`src/rtl/countdown_10000.sv`:
```
// Countdown timer: loadable 0..9999 counter that steps down once every TICK_DIV clocks
// while running, pulses o_done when it reaches zero and reports an IDLE/RUN/PAUSE/DONE state.
module countdown_10000 #(
   parameter int unsigned TICK_DIV = 1_000_000
) (
   input  logic        clk,
   input  logic        reset,
   input  logic        i_run_stop,
   input  logic        i_clear,
   input  logic        i_load,
   input  logic [13:0] i_load_val,
   output logic [13:0] o_count,
   output logic        o_done,
   output logic        o_busy,
   output logic [1:0]  o_state
);

   localparam int unsigned   PW        = (TICK_DIV > 1) ? $clog2(TICK_DIV) : 1;
   localparam logic [PW-1:0] PRESC_MAX = PW'(TICK_DIV - 1);
   localparam logic [13:0]   COUNT_MAX = 14'd9999;

   typedef enum logic [1:0] {
      StIdle  = 2'd0,
      StRun   = 2'd1,
      StPause = 2'd2,
      StDone  = 2'd3
   } state_e;

   state_e        state_q, state_d;
   logic [13:0]   count_q, count_d;
   logic [PW-1:0] presc_q, presc_d;
   logic          done_q, done_d;
   logic          tick;
   logic [13:0]   load_sat;

   // Out-of-range load values saturate to the display maximum.
   assign load_sat = (i_load_val > COUNT_MAX) ? COUNT_MAX : i_load_val;

   // Next-state, count, prescaler and done-pulse logic; clear overrides everything.
   always_comb begin
      state_d = state_q;
      count_d = count_q;
      presc_d = presc_q;
      done_d  = 1'b0;
      tick    = (state_q == StRun) && (presc_q == PRESC_MAX);

      if (i_clear) begin
         state_d = StIdle;
         count_d = '0;
         presc_d = '0;
      end else begin
         unique case (state_q)
            StIdle: begin
               presc_d = '0;
               if (i_load) count_d = load_sat;
               // Start decision uses the count present now, not a value being loaded.
               if (i_run_stop && (count_q != '0)) state_d = StRun;
            end
            StRun: begin
               presc_d = tick ? '0 : presc_q + 1'b1;
               if (!i_run_stop) state_d = StPause;
               if (tick) begin
                  if (count_q > 14'd1) begin
                     count_d = count_q - 14'd1;
                  end else if (count_q == 14'd1) begin
                     count_d = '0;
                     state_d = StDone;
                     done_d  = 1'b1;
                  end
               end
            end
            StPause: begin
               if (i_load) begin
                  count_d = load_sat;
                  presc_d = '0;
               end
               if (i_run_stop) state_d = StRun;
            end
            StDone: begin
               presc_d = '0;
               if (i_load) begin
                  count_d = load_sat;
                  state_d = StIdle;
               end else if (!i_run_stop) begin
                  state_d = StIdle;
               end
            end
            default: state_d = StIdle;
         endcase
      end
   end

   // State registers with asynchronous active-low reset.
   always_ff @(posedge clk or negedge reset) begin
      if (!reset) begin
         state_q <= StIdle;
         count_q <= '0;
         presc_q <= '0;
         done_q  <= 1'b0;
      end else begin
         state_q <= state_d;
         count_q <= count_d;
         presc_q <= presc_d;
         done_q  <= done_d;
      end
   end

   assign o_count = count_q;
   assign o_done  = done_q;
   assign o_busy  = (state_q == StRun);
   assign o_state = state_q;

endmodule

```
`config.mk`:
```
export PLATFORM = sky130hd
export DESIGN_NAME = countdown_10000
export DESIGN_NICKNAME = d
export VERILOG_FILES = /design/src/rtl/countdown_10000.sv
export SDC_FILE = /design/constraint.sdc
export NUM_CORES = 1
export LEC_CHECK = 0
export ABC_AREA = 1
export BUFFER_PORTS_ARGS = -buffer_cell sky130_fd_sc_hd__buf_2
export CELL_PAD_IN_SITES_DETAIL_PLACEMENT = 0
export CELL_PAD_IN_SITES_GLOBAL_PLACEMENT = 1
export CORE_ASPECT_RATIO = 0.8
export CORE_MARGIN = 1
export CORE_UTILIZATION = 30
export DETAILED_ROUTE_END_ITERATION = 6
export PLACE_DENSITY = 0.64
export SYNTH_ARGS = -nofsm -noshare
export SYNTH_HDL_FRONTEND = slang
export SYNTH_SLANG_ARGS = --single-unit
export TNS_END_PERCENT = 30
```
`constraint.sdc`:
```
create_clock -name clk -period 4.66 [get_ports clk]
set_clock_uncertainty 0.2 [all_clocks]
set_input_delay 0.466 -clock clk [delete_from_list [all_inputs] [get_ports clk]]
set_output_delay 0.466 -clock clk [all_outputs]
set_load 0.05 [all_outputs]
```
==> impl_metrics.ini <==
[timing]
min_period_over_period_pct = 49.9
relSlewSlack_pct = 41.3
fmax_mhz = 430
hold_viol = 0
slew_violations = 0
rsz0062_at_grt = no
hold_slack_ns = 0.0997
period_needed_ns = 2.33
setup_ws_ns = 2.33
max_slew.worst_pin.slew_ns = 0.881
finalSetupViolCount = 0
finalSetupTns_ns = 0

[placement]
hpwlAfterDp_microns = 5310
numPortBuffers = 36
globalplace.congestion = 0.824
dpl_worst_slack_ns = 2.32

[clocking]
cts_buffers = 5
path_clk_slew_ns = 0.08
cts_resized = 0
cts_setup_buffers = 0
clockRootBuffer = clkbuf_8
cts-hold-fix-buffers = 0
cts_max_path_buffers = 2
cts_tree = done
cts.sinks = 37
cts-htree-levels = 2
clkLatencyLatePin_ns = 0.29

[critical_path]
cp-start-kind = register
reg2reg_depth = 8
crit_required_ns = 4.63
crit_chain = nor2_2 > nand2_1 > nor2_1 > nand3_2 > nand2_4 > nand2_2 > inv_1 > nor3_1
crit_slowest_cell = nor2_2
cp_slowest_stage_delay_ns = 0.50
criticalPathCategory = reg2reg
path_max_fanout = 14
end_kind = register
crit_arrival_ns = 2.30

[pwr]
seqPwrFrac_pct = 39.6
peakVddDrop_v = 0.000141
internal-power_mw = 0.567
p_sw_share_pct = 42.6
combPwrFrac_pct = 36.5
clock_power_share_pct = 23.8
power.total_mw = 0.987
p_sw_mw = 0.420
p_per_area_nw_per_um2 = 341
p_leak_nw = 1.42

[floorplan]
die_w_microns = 105
io_pins = 37
die-area_sq_um = 8790
coreArea_sq_um = 8060
fp.dieH_microns = 84.0
start_util_pct = 31.3
rows = 29

[drt]
vias = 2447
avgRoutedWirePerCell_microns = 13.3
first_pass_iters = 4
drt_iter0_markers = 80
postRouteAntennaNets = 0
drt-total-wl_microns = 7030
drc = 0
vias_per_cell = 4.64

[hold_path]
hold_class = in2async

[logic_synthesis]
ys_seq_area_share_pct = 36.7
ys_seq_elements = 37
yosys_warnings = 0
syn_inst = 381
netlist_area_sq_um = 2520
synthTopCellsByArea = dfrtp_1 (37%), nand2_1 (15%), nor2_1 (9.2%)
synth.largest_area_cell = dfrtp_1
syn_avg_cell_area_sq_um = 6.62
synth_top_cell_area_share_pct = 36.7
syn_nets = 403
synthDistinctLibCells = 29

[global_route]
grt_max_degree = 38
grt.overflow.total = 0
grt_use_total_pct = 17.8
grt_pass1_vias = 2423
antenna_found_initial = 0
grt_pass1_wl_microns = 12400

[cells_and_area]
drive_gt1_share_pct = 15.8
n_antenna_cell = 0
syn_to_final_growth_pct = 14.8
nets = 441

[run]
maxCapViolCount = 0

[run_status]
status = complete, no violations
[worst max-delay path: cells and delay by family (launching register included)]
| family | cells | cell delay (ns) |
|---|---|---|
| flops | 1 | 0.46 |
| buf+inv | 1 | 0.21 |
| simple gates | 7 | 1.34 |
[worst paths after layout]
path / from / to / slack (ns)
worst max-delay path: o_state[1] / presc_q[9] / 2.33
min in group clk: i_clear / o_done / 0.20
worst min-delay path: reset / presc_q[19] / 0.1
worst min register to register: presc_q[18] / presc_q[18] / 0.31
max in group asynchronous: reset / o_count[6] / 3.62
worst max register to register: o_state[1] / presc_q[9] / 2.33
[layer usage]
metal  share of wire, %  routed length, microns  GRT usage, %  up-vias
met1                 56                    3950          28.0     1110
met4               0.68                      48          3.90        0
met5                  0                       0             0        -
met2                 38                    2680          24.4       44
met3                5.0                     355          3.51        5
li1                   -                       -             -     1288
[Yosys cell counts, drive strengths merged]
library cell / n
nand2: 108
a31oi: 1
a32o: 1
dfrtp: 37
nand4: 7
nor2: 71
nand3b: 1
buf: 2
xor2: 4
nor3: 16
nor3b: 1
a211oi: 1
o21ai: 32
clkbuf: 3
ha: 3
inv: 51
nand3: 25
a21oi: 14
xnor2: 3
[cell families after synthesis]
logic type      count (synthesis)  synth area share [%]
compound gates                 49                  10.2
xor+xnor                        7                  2.43
fa+ha+maj                       3                  1.49
buf+inv                        56                  8.68
flops                          37                  36.7
simple gates                  229                  40.5
[state kept, by name, indices dropped and copies added (netlist names)]
register,flops
presc_q,20
o_done,1
o_state,2
o_count,14
[cells in the final DEF (no fill, tap or decap), types with 2 or more instances in the layout]
master      n
nand2_1   103
nor2_1     62
inv_1      45
dfrtp_1    37
buf_2      36
nand3_1    23
o21ai_1    16
nor3_1     15
o21ai_0    15
a21oi_1    14
nand4_1     7
inv_2       6
clkbuf_8    6
nor2_2      5
nor2_4      4
xor2_1      4
nand2_2     3
xnor2_1     3
ha_1        3
nand3_2     2
nand2_4     2
[metrics by stage]
step	area, sq um	std cells	util (%)
6_report	2900	527	36.0
5_1_grt	2900	527	36.0
4_1_cts	2900	527	36.0
3_5_place_dp	2810	520	34.9
3_3_place_gp	2810	520	34.9
2_1_floorplan	2520	381	-
[power by group through the flow]
stage / clock [mW] / sequential [mW] / combinational (mW)
after floorplan: 0 / 0.472 / 0.191
after CTS: 0.251 / 0.391 / 0.364
after detailed placement: 0 / 0.397 / 0.362
after global routing: 0.259 / 0.397 / 0.406
after global placement: 0 / 0.396 / 0.364
final: 0.235 / 0.391 / 0.361
[cell type report]
type                    instances  area (sq um)
fillers                       906          5160
multi-input cells             288          1380
flip-flops and latches         37           926
inverters                      51           191
repair buffers                 36           180
well taps                     108           135
clock buffers                   7          86.3
Power figures use the tool's default switching activity.
